===== src/rtl/pp_sched_pkg.sv =====
// Shared types and defaults for the ping-pong bank scheduler.
// Imported by the fill tracker and the scheduler top.
package pp_sched_pkg;

  localparam int DEF_FILL_WORDS = 8;
  localparam int DEF_PASS_LEN   = 4;
  localparam int DEF_NUM_PASSES = 2;
  localparam int DEF_RST_CYCLES = 2;

  typedef enum logic [2:0] {
    IDLE,
    RST,
    RUN,
    WAIT_ACC,
    WAIT_FIN,
    REL
  } sched_state_t;

  typedef logic bank_sel_t;

  // Counter width that stays at least one bit for degenerate parameter values.
  function automatic int cnt_width(input int n);
    return (n > 1) ? $clog2(n) : 1;
  endfunction

endpackage


===== src/rtl/pp_fill_tracker.sv =====
// Producer side of the ping-pong bridge: write address, bank steering,
// per-bank full flags, registered in_ready and sticky overflow.
module pp_fill_tracker
  import pp_sched_pkg::*;
#(
  parameter int FILL_WORDS = DEF_FILL_WORDS,
  parameter int ADDR_W     = $clog2(FILL_WORDS)
) (
  input  logic              clk,
  input  logic              rst,
  input  logic              in_valid,
  input  logic              rel_en,
  input  bank_sel_t         rel_sel,
  output logic [1:0]        wr_en,
  output logic [ADDR_W-1:0] wr_addr,
  output logic [1:0]        full,
  output logic              in_ready,
  output logic              overflow_err
);

  localparam logic [ADDR_W-1:0] LAST_ADDR = ADDR_W'(FILL_WORDS - 1);

  bank_sel_t         wr_sel;
  bank_sel_t         wr_sel_n;
  logic [1:0]        full_n;
  logic [ADDR_W-1:0] wr_addr_n;
  logic              accept;
  logic              last_beat;

  assign accept    = in_valid & in_ready;
  assign last_beat = accept && (wr_addr == LAST_ADDR);
  assign wr_en     = accept ? (wr_sel ? 2'b10 : 2'b01) : 2'b00;

  // Release is applied before the fill so a bank freed this cycle is
  // already visible when in_ready is recomputed for the new write bank.
  always_comb begin
    full_n    = full;
    wr_sel_n  = wr_sel;
    wr_addr_n = wr_addr;
    if (rel_en) begin
      full_n[rel_sel] = 1'b0;
    end
    if (accept) begin
      wr_addr_n = last_beat ? '0 : wr_addr + ADDR_W'(1);
    end
    if (last_beat) begin
      full_n[wr_sel] = 1'b1;
      wr_sel_n       = ~wr_sel;
    end
  end

  always_ff @(posedge clk) begin
    if (rst) begin
      wr_sel       <= 1'b0;
      wr_addr      <= '0;
      full         <= 2'b00;
      in_ready     <= 1'b1;
      overflow_err <= 1'b0;
    end else begin
      wr_sel       <= wr_sel_n;
      wr_addr      <= wr_addr_n;
      full         <= full_n;
      in_ready     <= ~full_n[wr_sel_n];
      overflow_err <= overflow_err | (in_valid & ~in_ready);
    end
  end

endmodule


===== src/rtl/pp_bank_scheduler.sv =====
// Two-bank ping-pong controller between the projection producer and the
// matmul consumer; the consumer sequencing FSM lives here.
module pp_bank_scheduler
  import pp_sched_pkg::*;
#(
  parameter int FILL_WORDS = DEF_FILL_WORDS,
  parameter int PASS_LEN   = DEF_PASS_LEN,
  parameter int NUM_PASSES = DEF_NUM_PASSES,
  parameter int RST_CYCLES = DEF_RST_CYCLES,
  parameter int ADDR_W     = $clog2(FILL_WORDS)
) (
  input  logic              clk,
  input  logic              rst,
  input  logic              in_valid,
  output logic              in_ready,
  output logic [1:0]        wr_en,
  output logic [ADDR_W-1:0] wr_addr,
  output logic              rd_sel,
  output logic [ADDR_W-1:0] rd_addr,
  input  logic              acc_done_wrap,
  input  logic              systolic_finish_wrap,
  output logic              internal_rst_n_ctrl,
  output logic              internal_reset_acc_ctrl,
  output logic              enable_matmul,
  output logic              out_valid,
  output logic              overflow_err,
  output logic              busy
);

  localparam int IDX_W  = cnt_width(PASS_LEN);
  localparam int PASS_W = cnt_width(NUM_PASSES);
  localparam int RCNT_W = cnt_width(RST_CYCLES);

  localparam logic [IDX_W-1:0]  IDX_LAST  = IDX_W'(PASS_LEN - 1);
  localparam logic [PASS_W-1:0] PASS_LAST = PASS_W'(NUM_PASSES - 1);
  localparam logic [RCNT_W-1:0] RCNT_LAST = RCNT_W'(RST_CYCLES - 1);

  sched_state_t      state;
  sched_state_t      state_n;
  logic [IDX_W-1:0]  idx_q;
  logic [IDX_W-1:0]  idx_n;
  logic [PASS_W-1:0] pass_q;
  logic [PASS_W-1:0] pass_n;
  logic [RCNT_W-1:0] rcnt_q;
  logic [RCNT_W-1:0] rcnt_n;
  logic [ADDR_W-1:0] rd_addr_n;
  logic              rd_sel_n;
  logic [1:0]        full;
  logic              rel_en;

  assign rel_en = (state == REL);

  pp_fill_tracker #(
    .FILL_WORDS (FILL_WORDS),
    .ADDR_W     (ADDR_W)
  ) u_fill (
    .clk          (clk),
    .rst          (rst),
    .in_valid     (in_valid),
    .rel_en       (rel_en),
    .rel_sel      (rd_sel),
    .wr_en        (wr_en),
    .wr_addr      (wr_addr),
    .full         (full),
    .in_ready     (in_ready),
    .overflow_err (overflow_err)
  );

  always_comb begin
    state_n   = state;
    idx_n     = idx_q;
    pass_n    = pass_q;
    rcnt_n    = rcnt_q;
    rd_addr_n = rd_addr;
    rd_sel_n  = rd_sel;
    case (state)
      IDLE: begin
        if (full[rd_sel]) begin
          state_n = RST;
          rcnt_n  = '0;
        end
      end
      RST: begin
        if (rcnt_q == RCNT_LAST) begin
          state_n = RUN;
          pass_n  = '0;
          idx_n   = '0;
        end else begin
          rcnt_n = rcnt_q + RCNT_W'(1);
        end
      end
      RUN: begin
        if (idx_q == IDX_LAST) begin
          state_n = WAIT_ACC;
        end else begin
          idx_n = idx_q + IDX_W'(1);
        end
      end
      WAIT_ACC: begin
        if (acc_done_wrap) begin
          if (pass_q != PASS_LAST) begin
            pass_n  = pass_q + PASS_W'(1);
            idx_n   = '0;
            state_n = RUN;
          end else begin
            state_n = WAIT_FIN;
          end
        end
      end
      WAIT_FIN: begin
        if (systolic_finish_wrap) begin
          state_n = REL;
        end
      end
      REL: begin
        state_n  = IDLE;
        rd_sel_n = ~rd_sel;
      end
      default: state_n = IDLE;
    endcase
    // Read address only advances while streaming; the wait states hold it.
    if (state_n == RUN) begin
      rd_addr_n = ADDR_W'(pass_n * PASS_LEN) + ADDR_W'(idx_n);
    end
  end

  // Outputs are registered from next-state values so they line up with the
  // state the FSM occupies during the same cycle.
  always_ff @(posedge clk) begin
    if (rst) begin
      state                   <= IDLE;
      idx_q                   <= '0;
      pass_q                  <= '0;
      rcnt_q                  <= '0;
      rd_sel                  <= 1'b0;
      rd_addr                 <= '0;
      internal_rst_n_ctrl     <= 1'b1;
      internal_reset_acc_ctrl <= 1'b0;
      enable_matmul           <= 1'b0;
      out_valid               <= 1'b0;
      busy                    <= 1'b0;
    end else begin
      state                   <= state_n;
      idx_q                   <= idx_n;
      pass_q                  <= pass_n;
      rcnt_q                  <= rcnt_n;
      rd_sel                  <= rd_sel_n;
      rd_addr                 <= rd_addr_n;
      internal_rst_n_ctrl     <= (state_n != RST);
      internal_reset_acc_ctrl <= (state_n == RUN) && (idx_n == '0);
      enable_matmul           <= (state_n == RUN) || (state_n == WAIT_ACC) || (state_n == WAIT_FIN);
      out_valid               <= (state_n == REL);
      busy                    <= (state_n != IDLE);
    end
  end

endmodule


===== config.mk =====
export PLATFORM = sky130hd
export DESIGN_NAME = pp_bank_scheduler
export DESIGN_NICKNAME = d
export VERILOG_FILES = /design/src/rtl/pp_sched_pkg.sv /design/src/rtl/pp_fill_tracker.sv /design/src/rtl/pp_bank_scheduler.sv
export SDC_FILE = /design/constraint.sdc
export NUM_CORES = 1
export LEC_CHECK = 0
export ABC_AREA = 0
export CELL_PAD_IN_SITES_DETAIL_PLACEMENT = 0
export CELL_PAD_IN_SITES_GLOBAL_PLACEMENT = 2
export CORE_UTILIZATION = 30
export DETAILED_ROUTE_END_ITERATION = 6
export PLACE_DENSITY = 0.73
export SLEW_MARGIN = 20
export SYNTH_ARGS = -nofsm -noshare
export SYNTH_HDL_FRONTEND = slang
export SYNTH_SLANG_ARGS = --single-unit

===== constraint.sdc =====
create_clock -name clk -period 2.2 [get_ports clk]
set_input_delay 0.44 -clock clk [delete_from_list [all_inputs] [get_ports clk]]
set_output_delay 0.44 -clock clk [all_outputs]
set_load 0.01 [all_outputs]

==> out/qor.txt <==
Synth Area in Adders = 2.323%
Clock Pin Slew Worst Setup and Hold Paths = 0.13 ns
Yosys top cell by area = dfxtp_1
Max Transition Viols Final = 0
Rel. slew slack = 70.58%
total track usage = 12.81%
# resized after CTS = 0
Most common cell on crit path = clkdlybuf4s50_1
Synth area leaders = dfxtp_1 45%, a21oi_1 4.6%, nor2_1 4.2%
syn nets = 123
H-tree levels = 1
Synth Flop Type = dfxtp_1
DR vias/cell = 4.588
# diodes = 0
antenna violations before repair = 0
die area = 3835 um^2
most frequent cells in the layout = 24 x dfxtp_1, 19 x clkdlybuf4s50_1, 12 x nor2_1
Worst-Margin Slew = 0.4407 ns
Congestion Overflow GR = 0
f_max = 0.4709 GHz
# rows = 21
FFs w/ async S/R, synth = 0%
number of global-route vias before repair = 765
nets = 149
setup bufs post-CTS = 0
first-pass GRT wire length = 3525 um
Crit. End Element = output pin
DRC viols = 0
Synthesis Warnings = 0
Clock Tree Buf Depth = 2
worst clock skew = 0.0009338 ns
worst skew pair latency = 0.31 ns
CTS tree = done
WS Path Type = input port to output pin
Seq cells post-synth = 24
RSZ-0062 raised after global routing = false
register area share after synthesis = 44.60%
fin crit period = 2.123 ns
slowest CP cell = clkdlybuf4s50_1
via count of the routed design = 858
syn_area_per_cell = 9.287 um^2
post-synthesis simple-gate area fraction = 25.90%
Cells after Synth = 116
leakage = 0.5269 nW
max_cap viols = 0
dpl cells = 183
combinational family with the most area after synthesis = simple AND/OR/NAND/NOR gates
area share of the largest cell type after synthesis = 44.60%
pwr dens = 513.5 nW/um^2
synth unique cells = 41
cts bufs inserted = 3
Data arrival, critical path = 1.68 ns
Required @ worst endpoint = 1.76 ns
Post-DRT Antenna Nets = 0
crit-path max cell delay = 0.54 ns
most common cell after layout, fill and taps aside = dfxtp_1
initial core utilization = 31.78%
Pre-antenna DRT Iters = 4
Hold WC Path Type = register to register
Synth Area in Compound Gates = 16.49%
fin util = 41.20%
Design Area, Final = 1396 um^2
Final Hold Fails = 0
routability congestion estimate = 0.7523
largest net degree at the start of global routing = 16
period utilization = 96.52%
Die Width = 61.93 um
synthesized area = 1077 um^2
clock root buffer = clkbuf_4
Iter 0 DRT Violations = 35
core area = 3390 um^2
mux cell area share after synthesis = 4.878%
Hold-fix buffers, CTS = 0
routed wire length per instance = 11.76 um
Worst VDD drop = 0.0002044 V
status = finished, final reports clean
CTS Sinks = 24
fin cells = 187
fillers = 345
setup TNS = 0 ns
WL final = 2199 um
final setup vio count = 0
CP cell instances = clkdlybuf4s50_1 -> and3_1 -> clkdlybuf4s50_1
Startpoint Class = input port
share of cells above drive strength 1 = 14.18%
placement-stage cell area = 1358 um^2
Crit Path Max Fanout = 5
layout overhead on the synthesized area = 29.62%
I/O Buffers = 20
post-DP HPWL = 1565 um
io pins = 21
Post-synth EDFFs = 0
Die Y = 61.93 um
Post-Synth XOR/XNOR Area = 1.626%
Power, Total = 0.7170 mW
area by class of cell:
cell class	instances	area (um^2)	share of cell area (%)
inverter	6	22.52	1.613
multi-input combinational	81	551.8	39.52
clock buffer	4	36.28	2.599
tap	46	57.56	4.122
timing repair buffer	26	247.7	17.74
sequential	24	480.5	34.41
final timing paths:
| kind | from | endpoint | slack [ns] | cells past startpoint |
|---|---|---|---|---|
| worst max register to register | state[1] | internal_rst_n_ctrl | 0.29 | 4 |
| worst max-delay path | in_valid | wr_en[1] | 0.08 | 3 |
| worst min-delay path | rd_addr[1] | rd_addr[1] | 0.48 | 2 |
| worst min register to register | rd_addr[1] | rd_addr[1] | 0.48 | 2 |
metrics by stage:
| stage | worst slack, ns | hold slack, ns |
|---|---|---|
| after detailed placement | 0.03993 | 0.4652 |
| final | 0.07657 | 0.4835 |
| after global routing | 0.02444 | 0.5155 |
| after global placement | 0.07437 | 0.4589 |
| after floorplan | 0.6164 | 0.4827 |
| after CTS | 0.03922 | 0.4912 |
cells in the mapped netlist, types with 2 or more instances:
| master | count |
|---|---|
| and3b_1 | 2 |
| clkbuf_1 | 2 |
| inv_1 | 6 |
| nor3_1 | 2 |
| nand3b_1 | 4 |
| nand2b_1 | 6 |
| ha_1 | 2 |
| o21ai_0 | 6 |
| buf_2 | 3 |
| nor3b_1 | 2 |
| nor2b_1 | 2 |
| nand3_1 | 3 |
| or2_2 | 2 |
| nand2_1 | 2 |
| mux2i_1 | 3 |
| a21oi_1 | 10 |
| nor2_1 | 12 |
| dfxtp_1 | 24 |
worst max-delay path, delay by kind of cell:
| kind | cells | cell delay (ns) |
|---|---|---|
| buffers and inverters | 2 | 1.07 |
| and+or+nand+nor | 1 | 0.17 |
report_power, final:
part | total [mW] | internal [mW] | switching (mW)
clock network | 0.236 | 0.101 | 0.135
registers | 0.440 | 0.438 | 0.00250
logic | 0.0414 | 0.0226 | 0.0187
flip-flops by register name, summed over array words and instances (netlist names):
name                     cells
out_valid                    1
pass_q                       1
u_fill.wr_addr               3
rcnt_q                       1
u_fill.in_ready              1
busy                         1
idx_q                        2
internal_rst_n_ctrl          1
rd_sel                       1
u_fill.wr_sel                1
enable_matmul                1
u_fill.full                  2
internal_reset_acc_ctrl      1
rd_addr                      3
u_fill.overflow_err          1
state                        3
per-layer routing:
layer  global-route usage [%]  up-vias  wire (um)
met5                        0        -          0
met1                    19.09      389       1190
met3                    2.692        2         60
met2                    17.51       10        926
met4                    5.714        0         20
li1                         -      457          -
cells by family (layout without fill, tap and decap cells):
family	after synthesis	count (layout)
AND/OR/NAND/NOR	46	46
XOR/XNOR	2	2
adder cells (fa/ha/maj)	2	2
buffers and inverters	11	36
AO/OA/AOI/OAI	26	26
flip-flops	24	24
multiplexers	5	5
(Power assumes the default switching activity.)
